[src/rtl/spi_sched.sv]
// Round-robin scheduler sharing one SPI engine among NREQ requesters.
// It issues one word per grant and returns the read word to the owner, with a minimum idle gap and a stall timeout.
module spi_sched #(
  parameter int unsigned NREQ      = 4,
  parameter int unsigned word_size = 16,
  parameter int unsigned min_gap   = 8,
  parameter int unsigned timeout   = 1024
) (
  input  logic                      clock,
  input  logic                      reset,
  input  logic [NREQ-1:0]           req,
  input  logic [NREQ*word_size-1:0] req_data,
  output logic [NREQ-1:0]           grant,
  output logic [NREQ-1:0]           done,
  output logic [word_size-1:0]      rd_data,
  output logic                      busy,
  output logic                      timeout_err,
  input  logic                      err_clear,
  output logic                      spi_strobe_out,
  output logic [word_size-1:0]      spi_value_out,
  input  logic                      spi_strobe_in,
  input  logic [word_size-1:0]      spi_value_in
);

  localparam int unsigned OW       = (NREQ > 1) ? $clog2(NREQ) : 1;
  localparam logic [15:0] TO_LAST  = 16'(timeout - 1);
  localparam logic [15:0] GAP_LOAD = 16'(min_gap);

  typedef enum logic [1:0] {
    IDLE,
    WAIT_DONE,
    GAP
  } state_e;

  state_e                 state_q;
  logic [OW-1:0]          owner_q;
  logic [OW-1:0]          last_owner_q;
  logic [15:0]            cnt_q;
  logic                   edge_q;
  logic [NREQ-1:0]        grant_q;
  logic [NREQ-1:0]        done_q;
  logic [word_size-1:0]   rd_data_q;
  logic                   busy_q;
  logic                   timeout_err_q;
  logic                   strobe_q;
  logic [word_size-1:0]   value_q;

  logic                   strobe_rise;
  logic                   win_valid;
  logic [OW-1:0]          win_idx;
  logic [OW-1:0]          cand;

  always_comb begin
    strobe_rise = spi_strobe_in & ~edge_q;
  end

  // Search starts one past the previous owner and wraps, so each requester waits at most NREQ-1 words.
  always_comb begin
    win_valid = 1'b0;
    win_idx   = '0;
    cand      = '0;
    for (int unsigned i = 1; i <= NREQ; i++) begin
      cand = OW'((32'(last_owner_q) + i) % NREQ);
      if (!win_valid && req[cand]) begin
        win_valid = 1'b1;
        win_idx   = cand;
      end
    end
  end

  always_ff @(posedge clock or negedge reset) begin
    if (!reset) begin
      state_q       <= IDLE;
      owner_q       <= '0;
      last_owner_q  <= OW'(NREQ - 1);
      cnt_q         <= '0;
      edge_q        <= 1'b0;
      grant_q       <= '0;
      done_q        <= '0;
      rd_data_q     <= '0;
      busy_q        <= 1'b0;
      timeout_err_q <= 1'b0;
      strobe_q      <= 1'b0;
      value_q       <= '0;
    end else begin
      edge_q   <= spi_strobe_in;
      grant_q  <= '0;
      done_q   <= '0;
      strobe_q <= 1'b0;
      if (err_clear) begin
        timeout_err_q <= 1'b0;
      end
      case (state_q)
        IDLE: begin
          if (win_valid) begin
            grant_q      <= NREQ'(1) << win_idx;
            strobe_q     <= 1'b1;
            value_q      <= req_data[32'(win_idx)*word_size +: word_size];
            owner_q      <= win_idx;
            last_owner_q <= win_idx;
            cnt_q        <= '0;
            busy_q       <= 1'b1;
            state_q      <= WAIT_DONE;
          end
        end
        WAIT_DONE: begin
          if (strobe_rise) begin
            rd_data_q <= spi_value_in;
            done_q    <= NREQ'(1) << owner_q;
            cnt_q     <= GAP_LOAD;
            state_q   <= GAP;
          end else if (cnt_q == TO_LAST) begin
            // Later assignment overrides a simultaneous err_clear.
            timeout_err_q <= 1'b1;
            cnt_q         <= GAP_LOAD;
            state_q       <= GAP;
          end else begin
            cnt_q <= cnt_q + 16'd1;
          end
        end
        GAP: begin
          if (cnt_q <= 16'd1) begin
            busy_q  <= 1'b0;
            state_q <= IDLE;
          end else begin
            cnt_q <= cnt_q - 16'd1;
          end
        end
        default: begin
          busy_q  <= 1'b0;
          state_q <= IDLE;
        end
      endcase
    end
  end

  assign grant          = grant_q;
  assign done           = done_q;
  assign rd_data        = rd_data_q;
  assign busy           = busy_q;
  assign timeout_err    = timeout_err_q;
  assign spi_strobe_out = strobe_q;
  assign spi_value_out  = value_q;

endmodule

[config.mk]
export PLATFORM = sky130hd
export DESIGN_NAME = spi_sched
export DESIGN_NICKNAME = d
export VERILOG_FILES = /design/src/rtl/spi_sched.sv
export SDC_FILE = /design/constraint.sdc
export NUM_CORES = 1
export LEC_CHECK = 0
export ABC_AREA = 1
export BUFFER_PORTS_ARGS = -buffer_cell sky130_fd_sc_hd__buf_4
export CORE_MARGIN = 10
export CORE_UTILIZATION = 35
export CTS_BUF_LIST = sky130_fd_sc_hd__clkbuf_4
export CTS_CLUSTER_DIAMETER = 200
export CTS_CLUSTER_SIZE = 30
export DETAILED_ROUTE_END_ITERATION = 8
export PLACE_DENSITY = 0.69
export SYNTH_ARGS = -nofsm -noshare
export SYNTH_HDL_FRONTEND = slang
export SYNTH_SLANG_ARGS = --single-unit
[constraint.sdc]
create_clock -name clock -period 2.8 [get_ports clock]
set_input_delay 0 -clock clock [delete_from_list [all_inputs] [get_ports clock]]
set_output_delay 0 -clock clock [all_outputs]
set_load 0.02 [all_outputs]
==> results.yml, run 1 <==
outcome:
  outcome: "completed"
hold_path:
  hp-class: "input pin to flop"
  hold_end: "spi_value_out[2]"
  whs_path_depth: 7
  hold_start: "req_data[34]"
sta:
  slew_violations: 0
  tightest_slew_ns: 0.848
  period_share: 0.895
  setup_viol: 0
  rsz0062_at_grt: "false"
  final_hold_viol_count: 0
  fin_worst_skew_ns: 0.0196
  period_needed_ns: 2.51
  fmax_mhz: 399
  finalSetupTns_ns: 0
  slew_headroom: 0.434
critical_path:
  r2r_slack_ns: 0.29
  cp.arrival_ns: 2.88
  end_kind: "flop"
  start_kind: "flop"
  ff2ff_path_depth: 10
  worstPathRequired_ns: 3.17
  crit_type: "flop to flop"
  worst_r2r_startpoint: "last_owner_q[0]"
  r2r_end: "spi_value_out[4]"
  crit_fanout: 13
yosys:
  synth_edf_count: 0
  seq_area_frac_synth: 0.393
  ys_ff_latch: 66
  async_flop_share: 1.00
  syn_inst: 572
  syn_area_per_cell_sq_um: 7.36
  yosys.area.top_type: "dfrtp_1"
  yosysWarningCount: 0
  syn_nets: 667
  synth_top_area_share: 0.381
  synth_area_leaders: "dfrtp_1, nand2_1, nand3_1"
  netlist_area_sq_um: 4210
  ys_types: 39
  postSynth.topFlopCell: "dfrtp_1"
pwr:
  irDropWorstVdd_mv: 0.625
  p_switching_uw: 3760
  leakage_uw: 0.00325
  pwr-share-clk: 0.106
  p_total_uw: 7270
  pwr-share-seq: 0.239
  internal_power_uw: 3510
  power.density_nw_per_um2: 1160
  pwr-share-comb: 0.655
  switching_share: 0.517
place:
  dp_hpwl_um: 9380
  place.gp.congestion: 0.907
  place_area_sq_um: 5280
  numPortBuffers: 130
  dp.cells: 831
routing:
  via_count: 4643
  vias_per_cell: 4.99
  drc: 0
  drt_iter0_markers: 279
  first_pass_iters: 5
  wirelength_um: 14300
  wl_per_cell_um: 15.4
  ant_nets: 0
die:
  core_area_sq_um: 11600
  dieArea_sq_um: 16800
  placementRows: 39
  io_pins: 131
  start_util: 0.362
  die_h_um: 130
  die_x_um: 130
clock_tree:
  clock_sinks: 66
  cts_tree: "built"
  clk_latency_ns: 0.43
  numCtsBuffers: 9
  root_buffer: "clkbuf_4"
  clk_pin_slew_ns: 0.13
  cts_max_level: 3
  clockBufferDepth: 2
  post-cts-setup-buffer-count: 0
finish:
  postLayoutCellArea_sq_um: 6260
  final_common_cell: "nand2_1"
  layout_common_cells: "nand2_1, buf_4, inv_1, dlygate4sd3_1, nand3_1"
  fillCellCount: 1003
  drive_gt1_frac: 0.248
  syn_to_final_growth_pct: 48.7
  final_nets: 873
  final_cells: 931
global_route:
  grt_pass1_vias: 4877
  antenna_found_initial: 2
  grt_usage: 0.172
  grt_first_pass_wirelength_um: 23500
  grt_max_degree: 67
  overflow: 0
job:
  max_cap_viol_count: 0
==> routing by layer <==
| metal | share of wire | track usage |
|---|---|---|
| met5 | 0 | 0 |
| met4 | 0.018 | 0.0681 |
| met3 | 0.11 | 0.0693 |
| met2 | 0.48 | 0.283 |
| met1 | 0.39 | 0.195 |
==> repair_timing <==
item,CTS,global route
endpoints found under the setup margin,0,10
hold buffers,79,0
gates resized for setup,0,1
hold endpoints to repair,98,0
==> synthesized netlist by cell type (4+ instances only) <==
cell / count
nand2_1: 144
inv_1: 86
nand3_1: 71
dfrtp_1: 64
o21ai_0: 37
nor2_1: 28
mux2_2: 16
a21oi_1: 14
or2_1: 12
nor3_1: 11
xor2_1: 9
buf_2: 7
ha_1: 7
nand4_1: 7
or2_2: 7
nand2_2: 6
buf_6: 4
clkbuf_1: 4
==> registers in the layout (all words and copies together), names as in the netlist, 2 cells and up <==
name           count
last_owner_q       2
rd_data           16
owner_q            2
spi_value_out     16
cnt_q             16
state_q            2
grant              4
done               4
==> logic make-up after synthesis <==
| kind of cell | count (synthesis) | share of synthesized area |
|---|---|---|
| AO/OA/AOI/OAI | 65 | 0.0856 |
| flip-flops | 66 | 0.393 |
| adder cells (fa/ha/maj) | 7 | 0.0208 |
| AND/OR/NAND/NOR | 301 | 0.329 |
| XOR/XNOR | 9 | 0.0187 |
| buffers and inverters | 108 | 0.110 |
| multiplexers | 16 | 0.0428 |
==> critical path, cell delays in order, from the launching register on <==
cell,delay (ns)
dfstp_2,0.68
inv_6,0.08
nand2_1,0.06
nand2_1,0.08
nand2_1,0.07
nand2_1,0.11
nand4_1,0.17
nand2_1,0.36
nor2_2,0.51
nand3_1,0.19
nand3_1,0.13
==> power groups by stage <==
stage / clock network, uW / logic [uW] / registers, uW
after global routing: 825 / 5360 / 1800
after detailed placement: 0 / 4610 / 1740
after CTS: 787 / 4690 / 1730
final: 770 / 4760 / 1740
after floorplan: 0 / 3190 / 1980
after global placement: 0 / 4480 / 1740
==> area by class of cell <==
| class | instances | area [sq um] | area share |
|---|---|---|---|
| timing repair buffer | 213 | 1800 | 0.287 |
| inverter | 90 | 345 | 0.0552 |
| tap | 143 | 179 | 0.0286 |
| sequential | 66 | 1650 | 0.264 |
| clock inverter | 7 | 101 | 0.0162 |
| antenna | 5 | 12.5 | 0.00200 |
| clock buffer | 9 | 67.6 | 0.0108 |
| multi-input combinational | 398 | 2100 | 0.336 |
==> how the worst max path moves through the flow <==
stage / from / slack [ns] / to / cells after the start
final: last_owner_q[0] / 0.29 / spi_value_out[4] / 10
after global routing: last_owner_q[0] / 0.03 / spi_value_out[4] / 10
after CTS: last_owner_q[0] / 0.27 / spi_value_out[10] / 13
after detailed placement: last_owner_q[0] / 0.30 / spi_value_out[9] / 12
after global placement: last_owner_q[0] / 0.43 / spi_value_out[11] / 12
after floorplan: last_owner_q[0] / 0.89 / spi_value_out[0] / 14
==> per-stage QoR <==
stage / setup WS, ns / utilization / hold WS, ns
global route: 0.0271 / 0.538 / 0.0281
global placement: 0.427 / 0.454 / 0.119
CTS: 0.274 / 0.537 / 0.00170
detailed placement: 0.301 / 0.454 / 0.122
finish: 0.293 / 0.539 / 0.0149
floorplan: 0.890 / - / -0.296
Note: power is estimated with default switching activity, not from simulation.
==> inputs of run 2 (changes only) <==
--- a/config.mk
+++ b/config.mk
@@ -9,7 +9,7 @@
 export BUFFER_PORTS_ARGS = -buffer_cell sky130_fd_sc_hd__buf_4
 export CORE_MARGIN = 10
 export CORE_UTILIZATION = 35
-export CTS_BUF_LIST = sky130_fd_sc_hd__clkbuf_4
+export CTS_BUF_LIST = sky130_fd_sc_hd__clkbuf_8
 export CTS_CLUSTER_DIAMETER = 200
 export CTS_CLUSTER_SIZE = 30
 export DETAILED_ROUTE_END_ITERATION = 8
==> results.yml, run 2 (same netlist as run 1, synthesis figures left out) <==
critical_path:
  start_kind: "flop"
  r2r_end: "spi_value_out[4]"
  ff2ff_path_depth: 10
  crit_type: "flop to flop"
  end_kind: "flop"
  worstPathRequired_ns: 3.09
  cp.arrival_ns: 2.83
  worst_r2r_startpoint: "last_owner_q[0]"
  r2r_slack_ns: 0.26
  crit_fanout: 13
die:
  die_x_um: 130
  dieArea_sq_um: 16800
  start_util: 0.362
  io_pins: 131
  core_area_sq_um: 11600
  placementRows: 39
  die_h_um: 130
global_route:
  grt_max_degree: 67
  antenna_found_initial: 1
  grt_pass1_vias: 4644
  grt_usage: 0.166
  grt_first_pass_wirelength_um: 22700
  overflow: 0
place:
  place.gp.congestion: 0.907
  dp_hpwl_um: 9380
  numPortBuffers: 130
finish:
  fin_util: 0.522
  final_nets: 849
  syn_to_final_growth_pct: 44.2
  fillCellCount: 1049
  drive_gt1_frac: 0.256
  multi_input_area_sq_um: 2100
  layout_common_cells: "nand2_1, buf_4, inv_1, nand3_1, dfrtp_1"
  seq_area_sq_um: 1650
  final_common_cell: "nand2_1"
clock_tree:
  root_buffer: "clkbuf_8"
  cts_max_level: 3
  clock_sinks: 66
  clk_latency_ns: 0.35
  post-cts-setup-buffer-count: 0
  clockBufferDepth: 2
  clk_pin_slew_ns: 0.09
  numCtsBuffers: 9
  cts_tree: "built"
pwr:
  p_switching_uw: 3750
  irDropWorstVdd_mv: 0.592
  pwr-share-clk: 0.126
  pwr-share-comb: 0.639
  leakage_uw: 0.00317
  power.density_nw_per_um2: 1220
  pwr-share-seq: 0.236
  switching_share: 0.508
  internal_power_uw: 3630
routing:
  drt_iter0_markers: 304
  top_layer_used: "met4"
  wl_met2_um: 6730
  ant_nets: 0
  route.met3.wl_um: 1470
  vias_per_cell: 4.92
  via_count: 4455
  drc: 0
  first_pass_iters: 5
  wirelength_um: 13800
  wl_per_cell_um: 15.3
  drt-met1-wl_um: 5380
sta:
  rsz0062_at_grt: "false"
  tightest_slew_ns: 0.868
  slew_violations: 0
  finalSetupTns_ns: 0
  fin_worst_skew_ns: 0.0146
  final_hold_viol_count: 0
  period_share: 0.907
  fmax_mhz: 394
  period_needed_ns: 2.54
  slew_headroom: 0.420
  setup_viol: 0
job:
  max_cap_viol_count: 0
hold_path:
  hold_start: "req_data[9]"
  hold_end: "spi_value_out[9]"
  hp-class: "input pin to flop"
  whs_path_depth: 4
outcome:
  outcome: "completed"
run 2: cell count changes in the layout (fill, tap and decap cells not counted):
| cell | change |
|---|---|
| diode_2 | -2 |
| clkbuf_8 | +9 |
| clkbuf_4 | -9 |
| dlygate4sd3_1 | -24 |
run 2: per-layer routing:
layer  up-vias  track usage
met1      2024        0.181
met5         -            0
met4         0       0.0503
met3        31       0.0775
li1       2205            -
met2       195        0.281
run 2: metrics by stage:
| step | hold slack, ns | setup slack, ns | total power, uW | instances | instance area [sq um] |
|---|---|---|---|---|---|
| 4_1_cts | 0.0194 | 0.282 | 7350 | 902 | 6050 |
| 6_report | 0.0130 | 0.260 | 7380 | 905 | 6070 |
| 2_1_floorplan | -0.296 | 0.890 | 5170 | 572 | 4210 |
| 3_5_place_dp | 0.122 | 0.301 | 6350 | 831 | 5280 |
| 5_1_grt | 0.0422 | 0.0601 | 8110 | 903 | 6060 |
| 3_3_place_gp | 0.119 | 0.427 | 6220 | 831 | 5280 |
run 2: final cells by class:
class	instances	share of cell area
Multi-Input combinational cell	398	0.346
Sequential cell	66	0.273
Timing Repair Buffer	189	0.257
Inverter	90	0.0569
Tap cell	143	0.0295
Clock buffer	9	0.0204
Clock inverter	7	0.0167
Antenna cell	3	0.00124
run 2: worst max-delay path by stage:
stage | from | endpoint | slack, ns
final | last_owner_q[0] | spi_value_out[4] | 0.26
after CTS | last_owner_q[0] | spi_value_out[10] | 0.28
after detailed placement | last_owner_q[0] | spi_value_out[9] | 0.30
after global placement | last_owner_q[0] | spi_value_out[11] | 0.43
after floorplan | last_owner_q[0] | spi_value_out[0] | 0.89
after global routing | last_owner_q[0] | spi_value_out[0] | 0.06
run 2: worst max-delay path, stage by stage, from the launching register on:
cell and delay (ns):
dfstp_2 0.67, inv_6 0.08, nand2_1 0.06, nand2_1 0.08
nand2_1 0.07, nand2_1 0.11, nand4_1 0.17, nand2_1 0.39
nor2_2 0.53, nand3_1 0.20, nand3_1 0.12
run 2: repair_timing:
action | in CTS | in global routing
endpoints found under the hold margin | 92 | 0
resized for setup | 0 | 1
hold buffers | 55 | 0
setup endpoints to repair | 0 | 11
run 2: power groups by stage:
stage          combinational, uW  clock, uW  sequential (uW)
2_1_floorplan               3190          0             1980
3_3_place_gp                4480          0             1740
3_5_place_dp                4610          0             1740
4_1_cts                     4670        943             1740
5_1_grt                     5320        989             1800
6_report                    4710        927             1740
==> inputs of run 3 (changes only) <==
--- a/config.mk
+++ b/config.mk
@@ -13,7 +13,6 @@
 export CTS_CLUSTER_DIAMETER = 200
 export CTS_CLUSTER_SIZE = 30
 export DETAILED_ROUTE_END_ITERATION = 8
-export PLACE_DENSITY = 0.69
 export SYNTH_ARGS = -nofsm -noshare
 export SYNTH_HDL_FRONTEND = slang
 export SYNTH_SLANG_ARGS = --single-unit
==> results.yml, run 3 (same netlist as run 1, synthesis figures left out) <==
pwr:
  internal_power_uw: 3630
  power.density_nw_per_um2: 1220
  irDropWorstVdd_mv: 0.484
  pwr-share-comb: 0.637
  pwr-share-clk: 0.126
  switching_share: 0.510
  p_switching_uw: 3780
  pwr-share-seq: 0.237
  leakage_uw: 0.00317
routing:
  first_pass_iters: 4
  ant_nets: 0
  via_count: 4379
  vias_per_cell: 4.85
  wirelength_um: 13700
  drt_iter0_markers: 372
  drc: 0
  wl_per_cell_um: 15.2
die:
  dieArea_sq_um: 16800
  start_util: 0.362
  die_h_um: 130
  core_area_sq_um: 11600
  die_x_um: 130
  placementRows: 39
  io_pins: 131
place:
  dp_hpwl_um: 9770
  place.gp.congestion: 0.891
  place_ws_ns: 0.270
  place_area_sq_um: 5280
  numPortBuffers: 130
finish:
  fin_util: 0.522
  final_nets: 849
  syn_to_final_growth_pct: 44.1
  postLayoutCellArea_sq_um: 6060
  layout_common_cells: "nand2_1, buf_4, inv_1, nand3_1, dfrtp_1"
  drive_gt1_frac: 0.256
  final_common_cell: "nand2_1"
sta:
  tightest_slew_ns: 0.848
  finalSetupTns_ns: 0
  setup_ws_ns: 0.343
  period_needed_ns: 2.46
  rsz0062_at_grt: "false"
  fin_worst_skew_ns: 0.00751
  final_hold_viol_count: 0
  slew_headroom: 0.435
  period_share: 0.878
  whs_ns: 0.0135
  fmax_mhz: 407
  setup_viol: 0
  slew_violations: 0
global_route:
  grt_pass1_vias: 4521
  overflow: 0
  grt_usage: 0.162
  antenna_found_initial: 0
  grt_max_degree: 67
  grt_first_pass_wirelength_um: 22200
hold_path:
  whs_path_depth: 4
  hold_end: "spi_value_out[0]"
  hp-class: "input pin to flop"
  hold_start: "req_data[32]"
outcome:
  outcome: "completed"
critical_path:
  slowest_delay_ns: 0.67
  ff2ff_path_depth: 13
  cp_slowest_cell: "dfstp_2"
  r2r_slack_ns: 0.34
  crit_fanout: 55
  worst_r2r_startpoint: "last_owner_q[0]"
  end_kind: "flop"
  crit_type: "flop to flop"
  cp.arrival_ns: 2.69
  start_kind: "flop"
  crit_buf_inv: 1
  cp_top_family: "simple AND/OR/NAND/NOR gates"
  worstPathRequired_ns: 3.04
  cpMostUsedCell: "nand2_1"
  r2r_end: "spi_value_out[2]"
  crit_chain: "inv_6, nand2_2, nand2_2, nand2_1, nand2_1, o21ai_0, nand3_2, nand2_8, nand2_1, nand3_1, nand2_1, nand2_1, nand2_1"
clock_tree:
  clk_latency_ns: 0.34
  clockBufferDepth: 2
  root_buffer: "clkbuf_8"
  clk_pin_slew_ns: 0.08
  clock_sinks: 66
  numCtsBuffers: 9
  cts_max_level: 3
  cts_tree: "built"
job:
  max_cap_viol_count: 0
## run 3: cell types whose count changed in the layout (fill, tap and decap cells not counted), sizes merged
cell / delta
diode: -2
## run 3: power by group through the flow
stage	Combinational, uW	Clock [uW]	Sequential, uW
finish	4720	937	1750
global route	5320	994	1810
CTS	4710	956	1750
detailed placement	4650	0	1750
global placement	4530	0	1750
floorplan	3190	0	1980
## run 3: per-layer routing
| layer | vias to the layer above | share of wire | GRT usage | wire (um) |
|---|---|---|---|---|
| li1 | 2191 | - | - | - |
| met1 | 2051 | 0.43 | 0.194 | 5940 |
| met2 | 131 | 0.48 | 0.266 | 6650 |
| met3 | 6 | 0.076 | 0.0595 | 1050 |
| met4 | 0 | 0.0076 | 0.0483 | 104 |
| met5 | - | 0 | 0 | 0 |
## run 3: final cells by class
| class | count | area (sq um) |
|---|---|---|
| fillers | 1106 | 5550 |
| multi-input cells | 398 | 2100 |
| flip-flops and latches | 66 | 1650 |
| repair buffers | 189 | 1560 |
| inverters | 90 | 345 |
| well taps | 143 | 179 |
| clock buffers | 9 | 124 |
| clock inverters | 7 | 101 |
| diodes | 1 | 2.50 |
## run 3: timing repair
item / in CTS / in global routing
hold buffers: 55 / 0
gates resized for setup: 0 / 1
setup buffers: 0 / 0
hold endpoints to repair: 92 / 0
setup endpoints to repair: 0 / 9
## run 3: stage by stage
step | total power, uW | std cells
3_5_place_dp | 6410 | 831
3_3_place_gp | 6280 | 831
4_1_cts | 7410 | 902
5_1_grt | 8130 | 902
6_report | 7410 | 903
2_1_floorplan | 5170 | 572
## run 3: worst max-delay path by stage
stage	from	end	slack (ns)	cells after the start
2_1_floorplan	last_owner_q[0]	spi_value_out[0]	0.89	14
3_3_place_gp	last_owner_q[0]	last_owner_q[0]	0.39	10
3_5_place_dp	last_owner_q[0]	spi_value_out[9]	0.27	12
4_1_cts	last_owner_q[0]	last_owner_q[0]	0.27	10
5_1_grt	last_owner_q[0]	spi_value_out[12]	0.09	13
6_report	last_owner_q[0]	spi_value_out[2]	0.34	13
## run 3: worst reg2reg max path, cell delays in order, from the launching register on
cell	delay [ns]
dfstp_2	0.67
inv_6	0.08
nand2_2	0.08
nand2_2	0.07
nand2_1	0.09
nand2_1	0.11
o21ai_0	0.21
nand3_2	0.32
nand2_8	0.36
nand2_1	0.11
nand3_1	0.09
nand2_1	0.06
nand2_1	0.05
nand2_1	0.05
